**src/rtl/if_fetch_pkg.sv**
```systemverilog
// Shared constants, FSM state encoding and helpers for the instruction fetch slice.
// Fetches 64-bit instructions as two 32-bit memory words.
package if_fetch_pkg;

  localparam int          InstAddrBus = 32;
  localparam int          InstBus     = 64;
  localparam int          FetchDepth  = 2;
  localparam int          EntryW      = InstAddrBus + InstBus;
  localparam logic [31:0] ZeroWord    = 32'h0000_0000;
  localparam logic        RstEnable   = 1'b1;

  typedef enum logic [1:0] {
    IDLE   = 2'd0,
    REQ_HI = 2'd1,
    REQ_LO = 2'd2
  } fetch_state_e;

  // Instructions are 8-byte aligned, so redirect targets drop their low three bits.
  function automatic logic [InstAddrBus-1:0] align_pc(input logic [InstAddrBus-1:0] addr);
    return {addr[InstAddrBus-1:3], 3'b000};
  endfunction

endpackage

```
**src/rtl/if_fetch_if.sv**
```systemverilog
// Instruction-memory word bus between the fetch unit (master) and memory (slave).
// The slave may acknowledge in the same cycle as the request.
interface if_fetch_if;
  import if_fetch_pkg::*;

  logic                   mem_req_o;
  logic [InstAddrBus-1:0] mem_addr_o;
  logic                   mem_ack_i;
  logic [31:0]            mem_rdata_i;

  modport master (
    output mem_req_o,
    output mem_addr_o,
    input  mem_ack_i,
    input  mem_rdata_i
  );

  modport slave (
    input  mem_req_o,
    input  mem_addr_o,
    output mem_ack_i,
    output mem_rdata_i
  );

endinterface

```
**src/rtl/if_fetch_inst_fifo.sv**
```systemverilog
// Two-entry FIFO of {pc, inst}; head is presented combinationally.
// Flush empties it; a push into a full FIFO is accepted only alongside a pop.
module inst_fifo
  import if_fetch_pkg::*;
(
  input  logic              clk,
  input  logic              rst,
  input  logic              i_push,
  input  logic              i_pop,
  input  logic              i_flush,
  input  logic [EntryW-1:0] i_data,
  output logic [EntryW-1:0] o_data,
  output logic [1:0]        o_count,
  output logic              o_full,
  output logic              o_empty
);

  logic [EntryW-1:0] r_mem [0:FetchDepth-1];
  logic              r_rd_ptr;
  logic              r_wr_ptr;
  logic [1:0]        r_count;
  logic              w_do_pop;
  logic              w_do_push;

  assign o_full    = (r_count == 2'd2);
  assign o_empty   = (r_count == 2'd0);
  assign o_count   = r_count;
  assign w_do_pop  = i_pop && !o_empty;
  assign w_do_push = i_push && (!o_full || w_do_pop);
  assign o_data    = o_empty ? {EntryW{1'b0}} : r_mem[r_rd_ptr];

  always_ff @(posedge clk) begin
    if (rst == RstEnable || i_flush) begin
      r_rd_ptr <= 1'b0;
      r_wr_ptr <= 1'b0;
      r_count  <= 2'd0;
      r_mem[0] <= {EntryW{1'b0}};
      r_mem[1] <= {EntryW{1'b0}};
    end else begin
      if (w_do_push) begin
        r_mem[r_wr_ptr] <= i_data;
        r_wr_ptr        <= ~r_wr_ptr;
      end
      if (w_do_pop) begin
        r_rd_ptr <= ~r_rd_ptr;
      end
      case ({w_do_push, w_do_pop})
        2'b10:   r_count <= r_count + 2'd1;
        2'b01:   r_count <= r_count - 2'd1;
        default: r_count <= r_count;
      endcase
    end
  end

endmodule

```
**src/rtl/if_fetch.sv**
```systemverilog
// Instruction fetch: assembles 64-bit instructions from two word reads and queues
// them in a two-entry buffer in front of decode. flush redirects fetch immediately.
module if_fetch
  import if_fetch_pkg::*;
(
  input  logic                   clk,
  input  logic                   rst,
  input  logic                   stall_i,
  input  logic                   flush_i,
  input  logic [InstAddrBus-1:0] redirect_pc_i,
  if_fetch_if.master             mem,
  output logic [InstAddrBus-1:0] pc_o,
  output logic [InstBus-1:0]     inst_o,
  output logic                   inst_valid_o
);

  fetch_state_e           r_state;
  fetch_state_e           w_state_nxt;
  logic [InstAddrBus-1:0] r_pc;
  logic [31:0]            r_hi;
  logic                   w_in_rst;
  logic                   w_push;
  logic                   w_pop;
  logic                   w_req;
  logic [InstAddrBus-1:0] w_addr;
  logic [EntryW-1:0]      w_head;
  logic [1:0]             w_count;
  logic                   w_full;
  logic                   w_empty;

  assign w_in_rst     = (rst == RstEnable);
  assign inst_valid_o = !w_empty && !w_in_rst;
  assign pc_o         = inst_valid_o ? w_head[EntryW-1:InstBus] : ZeroWord;
  assign inst_o       = inst_valid_o ? w_head[InstBus-1:0] : {InstBus{1'b0}};
  assign w_pop        = inst_valid_o && !stall_i && !flush_i;
  assign mem.mem_req_o  = w_req && !w_in_rst;
  assign mem.mem_addr_o = w_addr;

  // Next state, bus request and buffer push; flush overrides everything.
  always_comb begin
    w_state_nxt = r_state;
    w_req       = 1'b0;
    w_addr      = ZeroWord;
    w_push      = 1'b0;
    case (r_state)
      IDLE: begin
        if (!w_full || w_pop) begin
          w_state_nxt = REQ_HI;
        end else begin
          w_state_nxt = IDLE;
        end
      end
      REQ_HI: begin
        w_req  = 1'b1;
        w_addr = r_pc;
        if (mem.mem_ack_i) begin
          w_state_nxt = REQ_LO;
        end else begin
          w_state_nxt = REQ_HI;
        end
      end
      REQ_LO: begin
        w_req  = 1'b1;
        w_addr = r_pc + 32'd4;
        if (mem.mem_ack_i) begin
          w_push = 1'b1;
          // After this push a slot remains only if the buffer was empty or drains now.
          if (w_count == 2'd0 || w_pop) begin
            w_state_nxt = REQ_HI;
          end else begin
            w_state_nxt = IDLE;
          end
        end else begin
          w_state_nxt = REQ_LO;
        end
      end
      default: begin
        w_state_nxt = IDLE;
      end
    endcase
    if (flush_i) begin
      w_state_nxt = REQ_HI;
      w_push      = 1'b0;
    end else begin
      w_state_nxt = w_state_nxt;
    end
  end

  // FSM state, fetch PC and the held high word.
  always_ff @(posedge clk) begin
    if (w_in_rst) begin
      r_state <= IDLE;
      r_pc    <= ZeroWord;
      r_hi    <= 32'h0000_0000;
    end else if (flush_i) begin
      r_state <= REQ_HI;
      r_pc    <= align_pc(redirect_pc_i);
      r_hi    <= 32'h0000_0000;
    end else begin
      r_state <= w_state_nxt;
      if (r_state == REQ_HI && mem.mem_ack_i) begin
        r_hi <= mem.mem_rdata_i;
      end
      if (w_push) begin
        r_pc <= r_pc + 32'd8;
      end
    end
  end

  inst_fifo u_inst_fifo (
    .clk     (clk),
    .rst     (rst),
    .i_push  (w_push),
    .i_pop   (w_pop),
    .i_flush (flush_i),
    .i_data  ({r_pc, r_hi, mem.mem_rdata_i}),
    .o_data  (w_head),
    .o_count (w_count),
    .o_full  (w_full),
    .o_empty (w_empty)
  );

endmodule

```
**src/flat_wrapper.sv**
```systemverilog
// flat-port wrapper written by rule: the top's interface ports become plain ports
module if_fetch_flat import if_fetch_pkg::*;
  (clk, rst, stall_i, flush_i, redirect_pc_i, pc_o, inst_o, inst_valid_o, mem_mem_req_o, mem_mem_addr_o, mem_mem_ack_i, mem_mem_rdata_i);
  if_fetch_if mem_i ();
  input  logic clk;
  input  logic rst;
  input  logic stall_i;
  input  logic flush_i;
  input  logic [InstAddrBus-1:0] redirect_pc_i;
  output logic [InstAddrBus-1:0] pc_o;
  output logic [InstBus-1:0] inst_o;
  output logic inst_valid_o;
  output wire logic [$bits(mem_i.mem_req_o)-1:0] mem_mem_req_o;
  output wire logic [$bits(mem_i.mem_addr_o)-1:0] mem_mem_addr_o;
  input wire logic [$bits(mem_i.mem_ack_i)-1:0] mem_mem_ack_i;
  input wire logic [$bits(mem_i.mem_rdata_i)-1:0] mem_mem_rdata_i;
  assign mem_mem_req_o = mem_i.mem_req_o;
  assign mem_mem_addr_o = mem_i.mem_addr_o;
  assign mem_i.mem_ack_i = mem_mem_ack_i;
  assign mem_i.mem_rdata_i = mem_mem_rdata_i;
  if_fetch u_core (.clk(clk), .rst(rst), .stall_i(stall_i), .flush_i(flush_i), .redirect_pc_i(redirect_pc_i), .mem(mem_i), .pc_o(pc_o), .inst_o(inst_o), .inst_valid_o(inst_valid_o));
endmodule
```
**config.mk**
```make
export PLATFORM = sky130hd
export DESIGN_NAME = if_fetch_flat
export DESIGN_NICKNAME = d
export VERILOG_FILES = /design/src/rtl/if_fetch_pkg.sv /design/src/rtl/if_fetch_if.sv /design/src/rtl/if_fetch_inst_fifo.sv /design/src/rtl/if_fetch.sv /design/src/flat_wrapper.sv
export SDC_FILE = /design/constraint.sdc
export NUM_CORES = 1
export LEC_CHECK = 0
export BUFFER_PORTS_ARGS = -buffer_cell sky130_fd_sc_hd__buf_2
export CORE_ASPECT_RATIO = 1.5
export CORE_MARGIN = 2
export CORE_UTILIZATION = 40
export DETAILED_ROUTE_END_ITERATION = 10
export GPL_TIMING_DRIVEN = 0
export PLACE_DENSITY_LB_ADDON = 0.05
export SETUP_SLACK_MARGIN = 0.02
export SYNTH_ARGS = -nofsm -noshare
export SYNTH_HDL_FRONTEND = slang
export SYNTH_SLANG_ARGS = --single-unit
```
**constraint.sdc**
```tcl
create_clock -name clk -period 10.7 [get_ports clk]
set_input_delay 0.535 -clock clk [delete_from_list [all_inputs] [get_ports clk]]
set_output_delay 0.535 -clock clk [all_outputs]
set_load 0.005 [all_outputs]
```
### Word level (Yosys, flattened, before mapping)

Memories as Yosys holds them, arrays and structs flattened. A register that Yosys moved wholly into a read port is not among the register bits.
Cells that the tools add are included.

| word-level totals | value |
|---|---|
| word-level logic and storage cells | 70 |
| memories | 1 |
| bits in read-only memories | 0 |
| register bits | 70 |
| RAM bits | 192 |
| bits in latches | 0 |

| operators by class | value |
|---|---|
| div/mod/pow operators | 0 |
| muxes and demuxes | 27 |
| reduce and logical (&&, ||, !) cells | 23 |
| multipliers | 0 |
| equality and inequality tests | 5 |
| add/sub/neg operators | 4 |
| bitwise operators | 2 |
| $lt $le $gt $ge | 0 |
| shifts and indexed selects | 0 |

Memories:

| memory | depth | bits a word | read ports | clocked after Yosys merged registers in | write ports | RTL line | RTL |
|---|---|---|---|---|---|---|---|
| u_core.u_inst_fifo.r_mem | 2 | 96 | 1 | 1 | 2 | if_fetch_inst_fifo.sv:18 | `logic [EntryW-1:0] r_mem [0:FetchDepth-1];` |

Operators with widths:

| operator | count |
|---|---|
| $mux W96 | 2 |
| $mux W32 | 3 |
| $reduce_or A96 Y1 | 1 |
| $mux W64 | 1 |
| $pmux W32 S2 | 1 |
| $add A32 B3 Y32 const B | 1 |
| $add A32 B4 Y32 const B | 1 |
| $mux W1 | 16 |
| $logic_and A1 B1 Y1 | 7 |
| $eq A2 B2 Y1 const B | 3 |
| $pmux W2 S3 | 1 |
| $logic_not A1 Y1 | 5 |
| $eq A2 B1 Y1 const B | 2 |
| $logic_not A2 Y1 | 2 |
| $logic_or A1 B1 Y1 | 4 |
| $mux W2 | 2 |
| $pmux W2 S2 | 1 |
| $reduce_bool A2 Y1 | 2 |
| $reduce_or A2 Y1 | 2 |
| $add A2 B1 Y2 const B | 1 |
| $not A1 Y1 | 2 |
| $sub A2 B1 Y2 const B | 1 |

### Depth between registers and ports, before layout

Gate-level depths: netlist of the first run.

| depth | value |
|---|---|
| depth after elaboration | 13 |
| gate-level depth with buffers | 9 |
| depth with buffers taken out | 8 |

### By module

Synthesis of the first run repeated with hierarchy kept, for this count alone.

| unflattened totals | value |
|---|---|
| cell total of the unflattened synthesis | 1,206 |
| area total of the unflattened synthesis | 12,806.0 um^2 |

Modules (own cells, without submodules):

| module | instances | area each (um^2) | seq. area each (um^2) | cells each |
|---|---|---|---|---|
| inst_fifo | 1 | 8,877.3 | 5,865.6 | 672 |
| if_fetch | 1 | 3,928.8 | 1,261.2 | 534 |

### Worst setup path after synthesis of the first run

OpenSTA, ideal clock, no wires.

| timing path | value |
|---|---|
| path type | input -> register |
| from | in flush_i |
| to | mem u_core.u_inst_fifo.r_mem[0][0] (netlist bit), enable pin |
| library setup time | 673 ps |
| cell stages on the path | 5 |
| slack | 2,189 ps |
| path buffers | 2 |
| data arrival time | 7,837 ps |
| required time | 10,027 ps |
| path through | clkbuf_1 -> inv_1 -> clkbuf_1 -> nand3_1 -> o21ai_0 |

RTL lines:

| what | RTL line | RTL |
|---|---|---|
| start: declaration | flat_wrapper.sv:8 | `input logic flush_i;` |
| end: declaration | if_fetch_inst_fifo.sv:18 |  |

### Worst setup path after layout of the first run

| timing path | value |
|---|---|
| from | reg u_core.u_inst_fifo.r_count[0], in the netlist u_core.u_inst_fifo.o_count[0] |
| to | out pc_o[15] |

| between the ends | value |
|---|---|
| longest elaborated chain between the ends | 4 |
| elaborated cells on any way between the ends | 5 |
| classes of those cells | 2 x mux; 3 x reduce/logical |

Ends and longest elaborated chain:

| what | RTL line | RTL |
|---|---|---|
| start: declaration | if_fetch_inst_fifo.sv:21 | `logic [1:0] r_count;` |
| start signal: assignment | if_fetch_inst_fifo.sv:48 | `2'b10: r_count <= r_count + 2'd1;` |
| start signal: assignment | if_fetch_inst_fifo.sv:49 | `2'b01: r_count <= r_count - 2'd1;` |
| start signal: assignment | if_fetch_inst_fifo.sv:50 | `default: r_count <= r_count;` |
| $logic_not A2 Y1 * | if_fetch_inst_fifo.sv:26 | `assign o_empty = (r_count == 2'd0);` |
| $logic_not A1 Y1 | if_fetch.sv:32 | `assign inst_valid_o = !w_empty && !w_in_rst;` |
| $logic_and A1 B1 Y1 | if_fetch.sv:32 |  |
| $mux W32 * | if_fetch.sv:33 | `assign pc_o = inst_valid_o ? w_head[EntryW-1:InstBus] : ZeroWord;` |
| end: declaration | flat_wrapper.sv:10 | `output logic [InstAddrBus-1:0] pc_o;` |

Every way passes the cells marked *; elsewhere a longest branch is shown, timed or not.

==> results of run 1 <==
## worst min path at each step
stage / startpoint / end / slack (ns)
floorplan: u_core.r_hi[30]$_SDFFE_PP0P_ / u_core.r_hi[30]$_SDFFE_PP0P_ / 0.44
global route: redirect_pc_i[16] / u_core.r_pc[16]$_SDFFE_PP0P_ / 0.26
global placement: u_core.r_hi[23]$_SDFFE_PP0P_ / u_core.r_hi[23]$_SDFFE_PP0P_ / 0.45
detailed placement: u_core.r_hi[0]$_SDFFE_PP0P_ / u_core.r_hi[0]$_SDFFE_PP0P_ / 0.45
CTS: redirect_pc_i[4] / u_core.r_pc[4]$_SDFFE_PP0P_ / 0.24
finish: redirect_pc_i[4] / u_core.r_pc[4]$_SDFFE_PP0P_ / 0.26
## cells in the mapped netlist, types with 3 or more instances
master and count:
nand4_1 7, nor2b_1 3, nand3_1 15, a21oi_1 45, buf_1 3, nor2_1 131, buf_4 6, clkbuf_1 78
xnor2_1 13, o21ai_0 6, nand2_1 80, clkbuf_2 5, ha_1 7, and3_2 3, mux2i_1 95, xor2_1 18
and3_1 187, edfxtp_1 186, a211oi_1 16, dfxtp_1 68, inv_1 8, and2_1 30, a211oi_2 4, nor3_1 4
nor4_1 3
## per-layer routing
layer | global-route usage [%] | vias to the layer above | share of wire (%)
met5 | 0 | - | 0.037
met4 | 8.76 | 2 | 3.7
met3 | 2.85 | 71 | 4.2
met2 | 39.2 | 226 | 53
met1 | 23.2 | 4051 | 39
li1 | - | 4151 | -
## critical path, cell delays in order, from the launching register on
cell and delay, ns:
dfxtp_1 0.36, nor2_1 0.21, or2_2 0.15, clkbuf_1 0.20, clkbuf_1 0.68, clkbuf_1 0.46
nor2_1 0.17, buf_2 0.17
## layout by cell type (no fill, tap or decap), drive strengths merged, types with 16 or more instances in the layout
| cell type | count |
|---|---|
| dfxtp | 68 |
| clkbuf | 124 |
| xor2 | 18 |
| a211oi | 20 |
| edfxtp | 186 |
| a21oi | 46 |
| nand3 | 16 |
| and3 | 190 |
| nor2 | 131 |
| nand2 | 80 |
| buf | 208 |
| mux2i | 95 |
| and2 | 32 |
## through the flow
step | setup slack (ns) | hold slack, ns | power (uW) | instances
2_1_floorplan | 2.19 | 0.440 | 1200 | 1048
3_3_place_gp | -2.84 | 0.449 | 1250 | 1627
3_5_place_dp | 7.06 | 0.454 | 1250 | 1635
4_1_cts | 7.05 | 0.235 | 2080 | 1681
5_1_grt | 6.96 | 0.263 | 2130 | 1683
6_report | 7.24 | 0.259 | 2060 | 1683
## cell families after synthesis
family | share of synthesized area [%]
simple gates | 21.5
flops | 59.6
buf+inv | 3.55
mux | 8.16
compound gates | 4.03
xor+xnor | 2.33
fa+ha+maj | 0.752
other cells | 0.0322
## flip-flops by register name (all words and copies together) (netlist names), named ones only
name and count:
u_core.r_hi 32, u_core.u_inst_fifo.r_wr_ptr 1, u_core.r_pc 29, u_core.r_state 2, u_core.u_inst_fifo.r_mem 186, u_core.u_inst_fifo.r_rd_ptr 1, u_core.u_inst_fifo.o_count 2
## power breakdown
part | total (uW) | leakage [uW] | switching (uW) | internal, uW
logic | 111 | 0.00311 | 67.5 | 43.8
clock network | 836 | 0.000377 | 365 | 471
registers | 1110 | 0.00263 | 22.8 | 1090
total | 2060 | 0.00611 | 455 | 1610
## cell type report
| class | instances | share of cell area, % |
|---|---|---|
| multi-input combinational | 692 | 30.7 |
| clock buffer | 41 | 5.22 |
| clock inverter | 5 | 0.231 |
| tap | 390 | 3.46 |
| antenna | 2 | 0.0355 |
| inverter | 8 | 0.213 |
| buffer | 94 | 2.72 |
| sequential | 254 | 49.2 |
| timing repair buffer | 197 | 8.21 |
==> results.yml, run 1 <==
cts:
  htreeDepth: 1
  clk-insertion-delay-late_ns: 0.53
  clockRootBuffer: "clkbuf_16"
  ctsResizeCount: 0
  clock_path_buffers: 3
  cts_num_sinks: 254
  clkTransAtPathRegs_ns: 0.06
  cts_tree: "built"
  cts_hold_buf: 0
  post_cts_buffers: 0
  cts_buffers: 25
yosys:
  async_reset_ff_share_pct: 0
  synth.distinct_cells: 42
  synth.top_cell.area_share_pct: 47.9
  synth_area_mm2: 0.0117
  synthCells: 1044
  syn_avg_cell_area_um2: 11.2
  synth_edf_count: 186
  ys_warn_count: 0
  synthFlopType: "edfxtp_1"
  ys_seq_area_share_pct: 59.6
  synthTopCellsByArea: "edfxtp_1 (48%), dfxtp_1 (12%), and3_1 (10%), mux2i_1 (8.2%), nor2_1 (4.2%)"
  synth_top_area_cell: "edfxtp_1"
  synth-seq-cells: 254
global_routing:
  antenna_found_initial: 3
  grt_start_max_net_pins: 22
  groute.usage.overall_pct: 20.8
  grt_pass1_vias: 8619
  grt_pass1_wl_um: 47900
  grt_overflow: 0
worst_setup_path:
  arrival_ns: 2.92
  crit_required_ns: 10.17
  crit_type: "register to output pin"
  timing.rr.start: "u_core.r_state[0]$_SDFF_PP0_"
  end_kind: "output pin"
  rrSetupSlack_ns: 7.67
  critPathLaunchType: "register"
  cp-endpoint: "pc_o[15]"
  worstPathMaxFanout: 10
  r2r_cells: 9
  reg2reg_to: "u_core.u_inst_fifo.r_mem[1][37]$_SDFFCE_PN0P_"
  startpoint: "u_core.u_inst_fifo.o_count[0]$_SDFFE_PP0P_"
timing:
  rsz0062_at_grt: "no"
  setup_tns_ns: 0
  post-route-min-period_ns: 3.46
  setup_viol: 0
  max_slew_margin_pct: 38.5
  fin_crit_sh_pct: 32.3
  drv_slew: 0
  skew_ns: 0.00896
  final-hold-violation-count: 0
  tightest_slew_ns: 0.923
  fmax_mhz: 289
place:
  io_buffers: 189
  gp_congestion: 0.829
  dp_hpwl_um: 23700
  dpl_cell_area_mm2: 0.0133
power:
  power_leakage_uw: 0.00611
  worst_ir_drop_vdd_mv: 0.109
  power_density_mw_per_mm2: 146
floorplanning:
  coreArea_mm2: 0.0287
  dieArea_mm2: 0.0305
  pin_count: 199
  start_util_pct: 40.6
  die_y_um: 213
  die_x_um: 143
  core.rowCount: 76
drt:
  remaining_drc_errors: 0
  dr.pass1.iters: 4
  ant_nets: 0
  dr_total_vias: 8501
  avgRoutedWirePerCell_um: 19.0
  wirelength_um: 32000
  drt_iter0_drc: 392
  drt-vias-per-instance: 5.05
cells_and_area:
  utilization_pct: 49.1
  seq_area_mm2: 0.00695
  layout-drive-gt1-share_pct: 20.4
  finalInstanceArea_mm2: 0.0141
  nets: 1348
  multiInputGateArea_mm2: 0.00433
  area_delta_synth_final_pct: 21.1
  fillers: 2726
job:
  max_cap_viol_count: 0
min_path:
  worstHoldPathCells: 3
  min_path_type: "primary input to register"
run_status:
  status: "complete, no violations"
Power figures use the tool's default switching activity.
==> run 2: changes to the inputs <==
- clock period: 10.7 -> 3.5 ns (I/O delays scaled with it)
==> results.yml, run 2 (synthesis gave the netlist of run 1 again) <==
run_status:
  status: "complete, no violations"
cts:
  htreeDepth: 1
  cts_buffers: 25
  clk-insertion-delay-late_ns: 0.52
  cts_tree: "built"
  clock_path_buffers: 3
  cts_num_sinks: 254
  clockRootBuffer: "clkbuf_16"
  clkTransAtPathRegs_ns: 0.07
global_routing:
  grt_pass1_wl_um: 49500
  antenna_found_initial: 3
  grt_overflow: 0
  grt_start_max_net_pins: 28
  grt_pass1_vias: 8808
  groute.usage.overall_pct: 21.5
timing:
  drv_slew: 0
  fmax_mhz: 311
  max_slew_margin_pct: 32.8
  hold_slack_ns: 0.0348
  post-route-min-period_ns: 3.22
  skew_ns: 0.00744
  fin_ws_ns: 0.281
  rsz0062_at_grt: "no"
  fin_crit_sh_pct: 92.0
  final-hold-violation-count: 0
  setup_viol: 0
  tightest_slew_ns: 1.01
cells_and_area:
  largest_reg_flops: 186
  reg_top3: "u_core.u_inst_fifo.r_mem (186), u_core.r_hi (32), u_core.r_pc (29)"
  finalInstanceArea_mm2: 0.0147
  mostFrequentLayoutCells: "buf_2 (191), and3_1 (187), edfxtp_1 (186)"
  nets: 1408
  top_register: "u_core.u_inst_fifo.r_mem"
  seq_area_mm2: 0.00695
  layout-drive-gt1-share_pct: 19.6
  area_delta_synth_final_pct: 26.2
  multiInputGateArea_mm2: 0.00433
  final_common_cell: "buf_2"
  fillers: 2711
worst_setup_path:
  crit_type: "register to output pin"
  critPathLaunchType: "register"
  crit_required_ns: 3.32
  cpPeakStageDelay_ns: 0.79
  arrival_ns: 3.04
  cpMostUsedCell: "clkbuf_1"
  worstPathMaxFanout: 10
  slowest_stage: "clkbuf_1"
  crit_chain: "nor2_1 -> or2_2 -> clkbuf_1 -> clkbuf_1 -> clkbuf_1 -> nor2_1 -> buf_2"
  end_kind: "output pin"
floorplanning:
  pin_count: 199
  dieArea_mm2: 0.0305
  die_y_um: 213
  core.rowCount: 76
  coreArea_mm2: 0.0287
  die_x_um: 143
  start_util_pct: 40.6
drt:
  drt_iter0_drc: 448
  wirelength_um: 33200
  drt-vias-per-instance: 5.04
  dr.pass1.iters: 5
  ant_nets: 0
  avgRoutedWirePerCell_um: 19.1
  dr_total_vias: 8780
  remaining_drc_errors: 0
place:
  dp_hpwl_um: 23700
  io_buffers: 189
  pre_cts_slack_ns: 0.209
  dpl_cell_area_mm2: 0.0133
  gp_congestion: 0.840
power:
  worst_ir_drop_vdd_mv: 0.289
  power_leakage_uw: 0.00636
  power_density_mw_per_mm2: 441
min_path:
  min_path_type: "primary input to register"
job:
  max_cap_viol_count: 0
[run 2: changes by cell type in the layout (fill, tap and decap cells not counted), moves of 2 or more]
cell,before,now
clkinv_1,0,2
buf_16,7,3
clkbuf_1,90,84
dlygate4sd3_1,0,61
bufinv_16,0,2
clkinv_2,3,5
buf_12,1,4
[run 2: stage by stage]
stage	utilization [%]	cells	TNS [ns]	total power (uW)
finish	51.2	1741	0	6480
global route	51.2	1741	0	6670
CTS	51.2	1740	0	6530
detailed placement	46.3	1634	0	3820
global placement	45.6	1627	-486.29	3800
floorplan	-	1048	-96.10	3640
[run 2: final timing paths]
kind	endpoint	cells after the start	startpoint	slack [ns]
max	pc_o[16]	7	u_core.u_inst_fifo.o_count[0]$_SDFFE_PP0P_	0.28
min	register	3	stall_i	0.03
max reg2reg	u_core.u_inst_fifo.r_mem[0][57]$_SDFFCE_PN0P_	8	u_core.r_state[0]$_SDFF_PP0_	0.47
min reg2reg	u_core.r_hi[16]$_SDFFE_PP0P_	2	u_core.r_hi[16]$_SDFFE_PP0P_	0.46
[run 2: routing by layer]
metal | routed length (um) | share of wire (%) | vias to the layer above | GRT usage [%]
met5 | 13 | 0.039 | - | 0
met4 | 990 | 3.0 | 2 | 7.07
met3 | 1510 | 4.5 | 56 | 2.69
li1 | - | - | 4279 | -
met2 | 17800 | 53 | 251 | 40.8
met1 | 13000 | 39 | 4192 | 24.8
[run 2: repair_timing]
item,4_1_cts,5_1_grt
hold buffers,61,0
resized for setup,0,0
endpoints found under the hold margin,88,0
setup buffers,0,0
[run 2: layout make-up]
cell class / instances / share of cell area [%]
clock inverter: 10 / 0.681
sequential: 254 / 47.3
buffer: 94 / 2.61
multi-input combinational: 692 / 29.4
tap: 390 / 3.32
inverter: 8 / 0.204
antenna: 1 / 0.0170
timing repair buffer: 257 / 11.7
clock buffer: 35 / 4.78
[run 2: critical path, delay by kind of cell, from the launching register on]
kind	cells	cell delay, ns
DFF	1	0.36
and+or+nand+nor	3	0.51
buffers and inverters	4	1.64
[run 2: where the power goes]
group          switching (uW)  internal (uW)
combinational             219            172
sequential               69.9           3340
clock                    1140           1540
total                    1420           5060
==> run 3: changes to the inputs <==
- CORE_MARGIN: 2 -> 3
- REMOVE_ABC_BUFFERS: not set -> 1
==> results.yml, run 3 (synthesis gave the netlist of run 1 again) <==
run_status:
  status: "complete, no violations"
drt:
  drt-vias-per-instance: 5.09
  wirelength_um: 29700
  avgRoutedWirePerCell_um: 17.9
  dr_total_vias: 8431
  drt_iter0_drc: 382
  remaining_drc_errors: 0
  dr.pass1.iters: 5
  ant_nets: 0
worst_setup_path:
  crit_required_ns: 3.73
  crit_chain: "inv_1 -> ha_1 -> and2_0 -> nand3_1 -> o21ai_4 -> buf_12 -> buf_16"
  worstPathMaxFanout: 24
  end_kind: "register"
  crit_type: "register to register"
  cpPeakStageDelay_ns: 0.70
  critPathLaunchType: "register"
  slowest_stage: "o21ai_4"
  arrival_ns: 3.14
timing:
  final-hold-violation-count: 0
  max_slew_margin_pct: 36.4
  rsz0062_at_grt: "no"
  skew_ns: 0.00881
  fin_crit_sh_pct: 83.2
  hold_slack_ns: 0.0314
  tightest_slew_ns: 0.954
  fmax_mhz: 343
  drv_slew: 0
  post-route-min-period_ns: 2.91
  setup_viol: 0
cells_and_area:
  final_common_cell: "buf_2"
  top_register: "u_core.u_inst_fifo.r_mem"
  layout-drive-gt1-share_pct: 21.2
  fillers: 2615
  seq_area_mm2: 0.00695
  area_delta_synth_final_pct: 25.1
  mostFrequentLayoutCells: "buf_2 (190), and3_1 (187), edfxtp_1 (186)"
  multiInputGateArea_mm2: 0.00434
  utilization_pct: 51.4
  finalInstanceArea_mm2: 0.0146
  nets: 1326
  largest_reg_flops: 186
  reg_top3: "u_core.u_inst_fifo.r_mem (186), u_core.r_hi (32), u_core.r_pc (29)"
floorplanning:
  coreArea_mm2: 0.0283
  die_x_um: 145
  die_y_um: 215
  core.rowCount: 75
  start_util_pct: 41.1
  dieArea_mm2: 0.0313
  pin_count: 199
global_routing:
  grt_pass1_vias: 8698
  groute.usage.overall_pct: 18.7
  use_met1_pct: 22.9
  gr-max-usage-layer: "met2"
  grt_overflow: 0
  globalRouteMet3Util_pct: 2.44
  grt_pass1_wl_um: 47700
  grtUsageMet2_pct: 34.0
  antenna_found_initial: 2
  grt_start_max_net_pins: 67
place:
  gp_congestion: 0.758
  io_buffers: 190
  dpl_cell_area_mm2: 0.0131
  dp_hpwl_um: 17900
power:
  worst_ir_drop_vdd_mv: 0.327
  power_leakage_uw: 0.00631
  power_density_mw_per_mm2: 439
cts:
  cts_tree: "built"
  cts_buffers: 26
  clkTransAtPathRegs_ns: 0.06
  htreeDepth: 1
  cts_num_sinks: 254
  clk-insertion-delay-late_ns: 0.52
  clock_path_buffers: 3
  ctsResizeCount: 0
  clockRootBuffer: "clkbuf_16"
  post_cts_buffers: 0
job:
  max_cap_viol_count: 0
min_path:
  min_path_type: "primary input to register"
-- run 3: cell types whose count changed in the layout (fill, tap and decap cells not counted), moves of 3 or more --
cell,previous run,this run
clkbuf_1,84,10
buf_16,3,6
buf_1,3,0
buf_12,4,11
buf_4,6,0
clkbuf_2,5,0
-- run 3: routing by layer --
metal	routed length (um)	vias to the layer above	part of all wire [%]
met5	11	-	0.037
met4	793	2	2.7
met3	1300	50	4.4
met2	15700	216	53
met1	11900	4049	40
li1	-	4114	-
-- run 3: final timing paths --
check	start	end	slack (ns)	depth (start not counted)
min	flush_i	u_core.r_pc[14]$_SDFFE_PP0P_	0.03	3
max	u_core.r_state[0]$_SDFF_PP0_	u_core.u_inst_fifo.r_mem[1][28]$_SDFFCE_PN0P_	0.59	7
max reg2reg	u_core.r_state[0]$_SDFF_PP0_	u_core.u_inst_fifo.r_mem[1][28]$_SDFFCE_PN0P_	0.59	7
min reg2reg	u_core.r_hi[29]$_SDFFE_PP0P_	u_core.r_hi[29]$_SDFFE_PP0P_	0.46	2
-- run 3: timing repair --
| item | in CTS | in global routing |
|---|---|---|
| hold buffers | 61 | 0 |
| endpoints found under the hold margin | 120 | 0 |
| setup endpoints to repair | 0 | 0 |
-- run 3: final cells by class --
class / instances / area share (%)
Antenna cell: 1 / 0.0172
Clock buffer: 42 / 5.37
Clock inverter: 6 / 0.198
Inverter: 8 / 0.223
Multi-Input combinational cell: 692 / 29.8
Sequential cell: 254 / 47.7
Tap cell: 385 / 3.31
Timing Repair Buffer: 268 / 13.4
-- run 3: critical path, delay by kind of cell, from the launching register on --
family,cells,cell delay (ns)
compound gates,1,0.70
simple gates,2,0.69
buf+inv,3,0.56
flops,1,0.33
fa+ha+maj,1,0.30
-- run 3: stage by stage --
stage / total power, uW / TNS, ns / worst slack (ns) / std cells
CTS: 6490 / 0 / 0.515 / 1655
detailed placement: 3790 / 0 / 0.372 / 1546
finish: 6400 / 0 / 0.588 / 1656
global placement: 3810 / -3323.41 / -16.03 / 1529
global route: 6670 / 0 / 0.279 / 1656
floorplan: 3640 / -1150.22 / -6.18 / 954
-- run 3: power by group --
part | total, uW | internal (uW) | switching, uW
Clock | 2630 | 1520 | 1110
Combinational | 366 | 165 | 200
Sequential | 3410 | 3340 | 68.0
Total | 6400 | 5020 | 1380
